File: src/rtl/alu_issue_stage_if.sv
// Bundle of decode-side, forwarding and ALU-side signals for the ALU issue stage.
// The master modport belongs to whoever drives decode/forwarding and consumes the ALU inputs.
interface alu_issue_stage_if #(
    parameter int XLEN     = 32,
    parameter int ALU_OP_W = 4
);
    logic                i_valid;
    logic                o_ready;
    logic [ALU_OP_W-1:0] i_alu_op;
    logic [4:0]          i_rs1_addr;
    logic [4:0]          i_rs2_addr;
    logic [XLEN-1:0]     i_rs1_data;
    logic [XLEN-1:0]     i_rs2_data;
    logic [XLEN-1:0]     i_imm;
    logic [XLEN-1:0]     i_pc;
    logic                i_sel_a;
    logic                i_sel_b;
    logic [4:0]          i_rd_addr;
    logic                i_rd_we;

    logic                i_ex_we;
    logic [4:0]          i_ex_rd;
    logic [XLEN-1:0]     i_ex_data;
    logic                i_ex_is_load;
    logic                i_wb_we;
    logic [4:0]          i_wb_rd;
    logic [XLEN-1:0]     i_wb_data;

    logic                i_flush;
    logic                o_valid;
    logic                i_ready;
    logic [ALU_OP_W-1:0] o_alu_op;
    logic [XLEN-1:0]     o_data_1;
    logic [XLEN-1:0]     o_data_2;
    logic [XLEN-1:0]     o_rs2_val;
    logic [4:0]          o_rd_addr;
    logic                o_rd_we;
    logic [XLEN-1:0]     o_pc;
    logic                o_stall;

    modport master (
        output i_valid, i_alu_op, i_rs1_addr, i_rs2_addr, i_rs1_data, i_rs2_data,
               i_imm, i_pc, i_sel_a, i_sel_b, i_rd_addr, i_rd_we,
               i_ex_we, i_ex_rd, i_ex_data, i_ex_is_load, i_wb_we, i_wb_rd, i_wb_data,
               i_flush, i_ready,
        input  o_ready, o_valid, o_alu_op, o_data_1, o_data_2, o_rs2_val,
               o_rd_addr, o_rd_we, o_pc, o_stall
    );

    modport slave (
        input  i_valid, i_alu_op, i_rs1_addr, i_rs2_addr, i_rs1_data, i_rs2_data,
               i_imm, i_pc, i_sel_a, i_sel_b, i_rd_addr, i_rd_we,
               i_ex_we, i_ex_rd, i_ex_data, i_ex_is_load, i_wb_we, i_wb_rd, i_wb_data,
               i_flush, i_ready,
        output o_ready, o_valid, o_alu_op, o_data_1, o_data_2, o_rs2_val,
               o_rd_addr, o_rd_we, o_pc, o_stall
    );
endinterface

File: src/rtl/alu_issue_stage.sv
// ID/EX issue stage: forwards rs1/rs2 from EX/WB, selects ALU operands and holds them
// in a one-entry valid/ready slot; stalls decode on a load-use hazard.
module alu_issue_stage #(
    parameter int                       XLEN        = 32,
    parameter int                       ALU_OP_W    = 4,
    parameter logic [(1<<ALU_OP_W)-1:0] RS2_VAL_OPS = '0
) (
    input logic             i_clk,
    input logic             i_rst_n,
    alu_issue_stage_if.slave bus
);
    logic                valid_q,   valid_d;
    logic [ALU_OP_W-1:0] aluOp_q,   aluOp_d;
    logic [XLEN-1:0]     data1_q,   data1_d;
    logic [XLEN-1:0]     data2_q,   data2_d;
    logic [XLEN-1:0]     rs2Val_q,  rs2Val_d;
    logic [4:0]          rdAddr_q,  rdAddr_d;
    logic                rdWe_q,    rdWe_d;
    logic [XLEN-1:0]     pc_q,      pc_d;

    logic [XLEN-1:0] rs1Fwd;
    logic [XLEN-1:0] rs2Fwd;
    logic            rs1Used;
    logic            rs2Used;
    logic            stall;
    logic            ready;
    logic            accept;

    // EX result beats WB result beats the regfile; x0 is hardwired to zero
    always_comb begin
        rs1Fwd = bus.i_rs1_data;
        if (bus.i_rs1_addr == 5'd0)
            rs1Fwd = '0;
        else if (bus.i_ex_we && bus.i_ex_rd == bus.i_rs1_addr)
            rs1Fwd = bus.i_ex_data;
        else if (bus.i_wb_we && bus.i_wb_rd == bus.i_rs1_addr)
            rs1Fwd = bus.i_wb_data;

        rs2Fwd = bus.i_rs2_data;
        if (bus.i_rs2_addr == 5'd0)
            rs2Fwd = '0;
        else if (bus.i_ex_we && bus.i_ex_rd == bus.i_rs2_addr)
            rs2Fwd = bus.i_ex_data;
        else if (bus.i_wb_we && bus.i_wb_rd == bus.i_rs2_addr)
            rs2Fwd = bus.i_wb_data;
    end

    // A load in EX has no data yet, so any consumer of its rd must wait one cycle
    always_comb begin
        rs1Used = !bus.i_sel_a;
        rs2Used = !bus.i_sel_b || RS2_VAL_OPS[bus.i_alu_op];
        stall   = bus.i_valid && bus.i_ex_we && bus.i_ex_is_load && (bus.i_ex_rd != 5'd0) &&
                  ((rs1Used && bus.i_ex_rd == bus.i_rs1_addr) ||
                   (rs2Used && bus.i_ex_rd == bus.i_rs2_addr));
        ready   = !stall && (!valid_q || bus.i_ready);
        accept  = bus.i_valid && ready;
    end

    always_comb begin
        valid_d  = valid_q;
        aluOp_d  = aluOp_q;
        data1_d  = data1_q;
        data2_d  = data2_q;
        rs2Val_d = rs2Val_q;
        rdAddr_d = rdAddr_q;
        rdWe_d   = rdWe_q;
        pc_d     = pc_q;

        if (bus.i_flush)
            valid_d = 1'b0;
        else if (accept)
            valid_d = 1'b1;
        else if (bus.i_ready)
            valid_d = 1'b0;

        if (accept && !bus.i_flush) begin
            aluOp_d  = bus.i_alu_op;
            data1_d  = bus.i_sel_a ? bus.i_pc  : rs1Fwd;
            data2_d  = bus.i_sel_b ? bus.i_imm : rs2Fwd;
            rs2Val_d = rs2Fwd;
            rdAddr_d = bus.i_rd_addr;
            rdWe_d   = bus.i_rd_we;
            pc_d     = bus.i_pc;
        end
    end

    always_ff @(posedge i_clk or negedge i_rst_n) begin
        if (!i_rst_n) begin
            valid_q  <= 1'b0;
            aluOp_q  <= '0;
            data1_q  <= '0;
            data2_q  <= '0;
            rs2Val_q <= '0;
            rdAddr_q <= '0;
            rdWe_q   <= 1'b0;
            pc_q     <= '0;
        end else begin
            valid_q  <= valid_d;
            aluOp_q  <= aluOp_d;
            data1_q  <= data1_d;
            data2_q  <= data2_d;
            rs2Val_q <= rs2Val_d;
            rdAddr_q <= rdAddr_d;
            rdWe_q   <= rdWe_d;
            pc_q     <= pc_d;
        end
    end

    assign bus.o_ready   = ready;
    assign bus.o_stall   = stall;
    assign bus.o_valid   = valid_q;
    assign bus.o_alu_op  = aluOp_q;
    assign bus.o_data_1  = data1_q;
    assign bus.o_data_2  = data2_q;
    assign bus.o_rs2_val = rs2Val_q;
    assign bus.o_rd_addr = rdAddr_q;
    assign bus.o_rd_we   = rdWe_q;
    assign bus.o_pc      = pc_q;
endmodule

File: src/flat_wrapper.sv
// flat-port wrapper written by rule: the top's interface ports become plain ports
module alu_issue_stage_flat 
#(
    parameter int                       XLEN        = 32,
    parameter int                       ALU_OP_W    = 4,
    parameter logic [(1<<ALU_OP_W)-1:0] RS2_VAL_OPS = '0
)
  (i_clk, i_rst_n, bus_i_valid, bus_i_alu_op, bus_i_rs1_addr, bus_i_rs2_addr, bus_i_rs1_data, bus_i_rs2_data, bus_i_imm, bus_i_pc, bus_i_sel_a, bus_i_sel_b, bus_i_rd_addr, bus_i_rd_we, bus_i_ex_we, bus_i_ex_rd, bus_i_ex_data, bus_i_ex_is_load, bus_i_wb_we, bus_i_wb_rd, bus_i_wb_data, bus_i_flush, bus_i_ready, bus_o_ready, bus_o_valid, bus_o_alu_op, bus_o_data_1, bus_o_data_2, bus_o_rs2_val, bus_o_rd_addr, bus_o_rd_we, bus_o_pc, bus_o_stall);
  alu_issue_stage_if #(.XLEN(XLEN), .ALU_OP_W(ALU_OP_W)) bus_i ();
  input logic i_clk;
  input logic i_rst_n;
  input wire logic [$bits(bus_i.i_valid)-1:0] bus_i_valid;
  input wire logic [$bits(bus_i.i_alu_op)-1:0] bus_i_alu_op;
  input wire logic [$bits(bus_i.i_rs1_addr)-1:0] bus_i_rs1_addr;
  input wire logic [$bits(bus_i.i_rs2_addr)-1:0] bus_i_rs2_addr;
  input wire logic [$bits(bus_i.i_rs1_data)-1:0] bus_i_rs1_data;
  input wire logic [$bits(bus_i.i_rs2_data)-1:0] bus_i_rs2_data;
  input wire logic [$bits(bus_i.i_imm)-1:0] bus_i_imm;
  input wire logic [$bits(bus_i.i_pc)-1:0] bus_i_pc;
  input wire logic [$bits(bus_i.i_sel_a)-1:0] bus_i_sel_a;
  input wire logic [$bits(bus_i.i_sel_b)-1:0] bus_i_sel_b;
  input wire logic [$bits(bus_i.i_rd_addr)-1:0] bus_i_rd_addr;
  input wire logic [$bits(bus_i.i_rd_we)-1:0] bus_i_rd_we;
  input wire logic [$bits(bus_i.i_ex_we)-1:0] bus_i_ex_we;
  input wire logic [$bits(bus_i.i_ex_rd)-1:0] bus_i_ex_rd;
  input wire logic [$bits(bus_i.i_ex_data)-1:0] bus_i_ex_data;
  input wire logic [$bits(bus_i.i_ex_is_load)-1:0] bus_i_ex_is_load;
  input wire logic [$bits(bus_i.i_wb_we)-1:0] bus_i_wb_we;
  input wire logic [$bits(bus_i.i_wb_rd)-1:0] bus_i_wb_rd;
  input wire logic [$bits(bus_i.i_wb_data)-1:0] bus_i_wb_data;
  input wire logic [$bits(bus_i.i_flush)-1:0] bus_i_flush;
  input wire logic [$bits(bus_i.i_ready)-1:0] bus_i_ready;
  output wire logic [$bits(bus_i.o_ready)-1:0] bus_o_ready;
  output wire logic [$bits(bus_i.o_valid)-1:0] bus_o_valid;
  output wire logic [$bits(bus_i.o_alu_op)-1:0] bus_o_alu_op;
  output wire logic [$bits(bus_i.o_data_1)-1:0] bus_o_data_1;
  output wire logic [$bits(bus_i.o_data_2)-1:0] bus_o_data_2;
  output wire logic [$bits(bus_i.o_rs2_val)-1:0] bus_o_rs2_val;
  output wire logic [$bits(bus_i.o_rd_addr)-1:0] bus_o_rd_addr;
  output wire logic [$bits(bus_i.o_rd_we)-1:0] bus_o_rd_we;
  output wire logic [$bits(bus_i.o_pc)-1:0] bus_o_pc;
  output wire logic [$bits(bus_i.o_stall)-1:0] bus_o_stall;
  assign bus_i.i_valid = bus_i_valid;
  assign bus_i.i_alu_op = bus_i_alu_op;
  assign bus_i.i_rs1_addr = bus_i_rs1_addr;
  assign bus_i.i_rs2_addr = bus_i_rs2_addr;
  assign bus_i.i_rs1_data = bus_i_rs1_data;
  assign bus_i.i_rs2_data = bus_i_rs2_data;
  assign bus_i.i_imm = bus_i_imm;
  assign bus_i.i_pc = bus_i_pc;
  assign bus_i.i_sel_a = bus_i_sel_a;
  assign bus_i.i_sel_b = bus_i_sel_b;
  assign bus_i.i_rd_addr = bus_i_rd_addr;
  assign bus_i.i_rd_we = bus_i_rd_we;
  assign bus_i.i_ex_we = bus_i_ex_we;
  assign bus_i.i_ex_rd = bus_i_ex_rd;
  assign bus_i.i_ex_data = bus_i_ex_data;
  assign bus_i.i_ex_is_load = bus_i_ex_is_load;
  assign bus_i.i_wb_we = bus_i_wb_we;
  assign bus_i.i_wb_rd = bus_i_wb_rd;
  assign bus_i.i_wb_data = bus_i_wb_data;
  assign bus_i.i_flush = bus_i_flush;
  assign bus_i.i_ready = bus_i_ready;
  assign bus_o_ready = bus_i.o_ready;
  assign bus_o_valid = bus_i.o_valid;
  assign bus_o_alu_op = bus_i.o_alu_op;
  assign bus_o_data_1 = bus_i.o_data_1;
  assign bus_o_data_2 = bus_i.o_data_2;
  assign bus_o_rs2_val = bus_i.o_rs2_val;
  assign bus_o_rd_addr = bus_i.o_rd_addr;
  assign bus_o_rd_we = bus_i.o_rd_we;
  assign bus_o_pc = bus_i.o_pc;
  assign bus_o_stall = bus_i.o_stall;
  alu_issue_stage #(.XLEN(XLEN), .ALU_OP_W(ALU_OP_W), .RS2_VAL_OPS(RS2_VAL_OPS)) u_core (.i_clk(i_clk), .i_rst_n(i_rst_n), .bus(bus_i));
endmodule
File: config.mk
export PLATFORM = sky130hd
export DESIGN_NAME = alu_issue_stage_flat
export DESIGN_NICKNAME = d
export VERILOG_FILES = /design/src/rtl/alu_issue_stage_if.sv /design/src/rtl/alu_issue_stage.sv /design/src/flat_wrapper.sv
export SDC_FILE = /design/constraint.sdc
export NUM_CORES = 1
export LEC_CHECK = 0
export ABC_CLOCK_PERIOD_IN_PS = 3400
export CAP_MARGIN = 20
export CORE_ASPECT_RATIO = 1.4
export CORE_MARGIN = 3
export CORE_UTILIZATION = 30
export CTS_BUF_LIST = sky130_fd_sc_hd__clkbuf_8 sky130_fd_sc_hd__clkbuf_16
export DETAILED_ROUTE_END_ITERATION = 8
export PLACE_DENSITY = 0.7
export SLEW_MARGIN = 0
export SYNTH_ARGS = -nofsm -noshare
export SYNTH_HDL_FRONTEND = slang
export SYNTH_SLANG_ARGS = --single-unit
File: constraint.sdc
create_clock -name i_clk -period 3.4 [get_ports i_clk]
set_clock_uncertainty 0.05 [all_clocks]
set_input_delay 0.85 -clock i_clk [delete_from_list [all_inputs] [get_ports i_clk]]
set_output_delay 0.85 -clock i_clk [all_outputs]
set_load 0.02 [all_outputs]
==> results.ini <==
[floorplan]
io_pins=373
die_w_um=150
die_h_um=208
die_area_mm2=0.0313
core_mm2=0.0286
rows=73
start_util_pct=30.6

[detailed_routing]
viasPerCell=5.55
drt_iter0_drc=782
routed_wl_um=39500
vias=9352
drc=0
firstDrtPassIters=6
wl_per_cell_um=23.5
antenna_left=0

[worst_setup_path]
crit_type=input port to output pin
rr_startpoint=u_core.bus.o_valid
rrSetupSlack_ns=1.48
cp-end-kind=output pin
timing.rr.end=u_core.bus.o_data_1[25]
crit_path_start_kind=input port
cp.arrival_ns=2.34
critPathRequiredTime_ns=2.50
cp_max_fo=2
ff2ff_path_depth=5

[sta]
rsz0062_at_grt=no
post-route-period-util_pct=95.4
worst_pin_slew_ns=0.744
setup_viol=0
max_freq_ghz=0.308
tns_ns=0
finalHoldViolCount=0
slew_headroom_pct=50.4
fin_crit_ns=3.24
slew_violations=0

[placed_design]
dp_hpwl_um=29900
io_buffers=372
placed_area_mm2=0.0133
gp_congestion=0.892

[clock_network]
tritoncts=built
worstSkewPairLatency_ns=0.43
path_clk_slew_ns=0.06
cts_buffer_depth=2
cts.sinks=139
cts-htree-levels=4
cts_made_buffers=17
cts_root_buf=clkbuf_16
post_cts_buffers=0
holdBufCountCts=0

[power_and_ir_drop]
p_total_uw=6450
ir_drop_uv=345
total_leakage_power_uw=0.00557
power.density_mw_per_mm2=463

[grt]
grt_pass1_wl_um=59000
grt_remaining_overflow=0
grt.total_usage_pct=24.6
first_global_vias=9548
grt_max_degree=68
antenna_found_initial=8

[run]
drv_cap=0

[layout]
final_common_cell=clkdlybuf4s50_1
final_nets=1520
area_growth_pct=59.6
post-route-util_pct=48.8
drive_gt1_share_pct=17.7
final_cell_mix=clkdlybuf4s50_1, dfrtp_1, mux2_2, inv_1
finalInstanceArea_mm2=0.0139

[yosys]
synth-seq-cells=139
netlist_area_mm2=0.00874
yosys.cell_types.count=42
syn_avg_cell_area_um2=9.37
yosysWarnings=0
synth_cells=933
ys_seq_area_share_pct=39.8
synth_fp_nets=1165

[worst_hold_path]
min_path_type=input port to asynchronous set/reset pin

[status]
outcome=complete, no violations

[stage by stage]
stage	setup WS (ns)	instances	hold slack [ns]
floorplan	0.352	933	0.504
global placement	-0.344	1644	0.430
detailed placement	-0.352	1644	0.436
CTS	0.000994	1676	0.408
global route	0.0631	1684	0.416
finish	0.157	1685	0.377
[layout make-up]
cell class	instances	area [µm²]
fillers	2721	14600
multi-input cells	617	4660
repair buffers	443	4440
flip-flops and latches	139	3480
well taps	375	469
clock buffers	17	425
inverters	70	263
clock inverters	15	185
diodes	9	22.5
[cells in the mapped netlist, drive strengths merged]
| cell type | instances | area (µm²) |
|---|---|---|
| a31oi | 67 | 419 |
| nor3b | 3 | 27.5 |
| o31ai | 32 | 240 |
| nand2b | 7 | 43.8 |
| o21ai | 9 | 45.0 |
| a32oi | 33 | 289 |
| a21oi | 34 | 170 |
| nand4 | 33 | 206 |
| xor2 | 14 | 123 |
| o311ai | 29 | 254 |
| and4 | 1 | 8.76 |
| and2 | 3 | 18.8 |
| clkbuf | 74 | 278 |
| o21bai | 1 | 11.3 |
| a22o | 3 | 26.3 |
| a31o | 32 | 280 |
| mux2i | 3 | 30.0 |
| o32a | 32 | 320 |
| mux2 | 71 | 800 |
| nor2 | 5 | 18.8 |
| inv | 70 | 263 |
| a32o | 1 | 10.0 |
| and3 | 33 | 206 |
| buf | 33 | 168 |
| nand3 | 31 | 155 |
| nand3b | 1 | 7.51 |
| dfrtp | 139 | 3480 |
| or4 | 2 | 15.0 |
| nor4 | 1 | 21.3 |
| xnor2 | 3 | 26.3 |
| nor3 | 4 | 30.0 |
| nor2b | 1 | 6.26 |
| o31a | 29 | 254 |
| a21boi | 32 | 240 |
| nand2 | 67 | 251 |
[critical path, stage by stage]
cell             delay (ns)
clkdlybuf4s50_1        0.51
xor2_1                 0.20
nor2_1                 0.09
a32o_1                 0.27
nand2_1                0.09
inv_2                  0.05
buf_4                  0.13
buf_2                  0.16
[worst max-delay path by stage]
stage,start,endpoint,slack [ns],depth (start not counted)
3_5_place_dp,bus_i_ex_rd[2],bus_o_ready,-0.35,8
6_report,bus_i_rs2_addr[1],bus_o_stall,0.16,8
4_1_cts,bus_i_ex_rd[4],bus_o_stall,0.001,8
3_3_place_gp,bus_i_ex_rd[2],bus_o_ready,-0.34,8
2_1_floorplan,bus_i_rs1_addr[2],bus_o_ready,0.35,7
5_1_grt,bus_i_rs2_addr[1],bus_o_stall,0.06,8
[power breakdown]
group / switching (µW) / internal, µW / leakage [µW]
combinational: 1160 / 1160 / 0.00368
sequential: 171 / 1960 / 0.00159
clock: 836 / 1170 / 0.000295
[metal layers]
layer | track usage [%] | vias to the layer above | part of all wire, %
li1 | - | 4291 | -
met1 | 32.0 | 4531 | 41
met2 | 39.3 | 461 | 48
met3 | 5.14 | 69 | 7.0
met4 | 10.9 | 0 | 3.6
met5 | 0 | - | 0
[cell families after synthesis]
family | count (synthesis) | synth area share, %
AO/OA/AOI/OAI | 334 | 29.3
AND/OR/NAND/NOR | 192 | 11.6
buffers and inverters | 177 | 8.10
flip-flops | 139 | 39.8
multiplexers | 74 | 9.49
XOR/XNOR | 17 | 1.70
[sequential cells by signal, summed over array words and instances, names as in the netlist]
signal	flops
u_core.bus.o_pc	32
u_core.bus.o_rd_we	1
u_core.bus.o_data_1	32
u_core.bus.o_rs2_val	32
u_core.bus.o_alu_op	4
u_core.bus.o_rd_addr	5
u_core.bus.o_valid	1
u_core.bus.o_data_2	32
[timing repair]
action,in CTS,in global routing
gates resized for setup,10,10
cloned,0,0
pin swaps,1,1
setup endpoints to repair,2,2
Note: power is estimated with default switching activity, not from simulation.
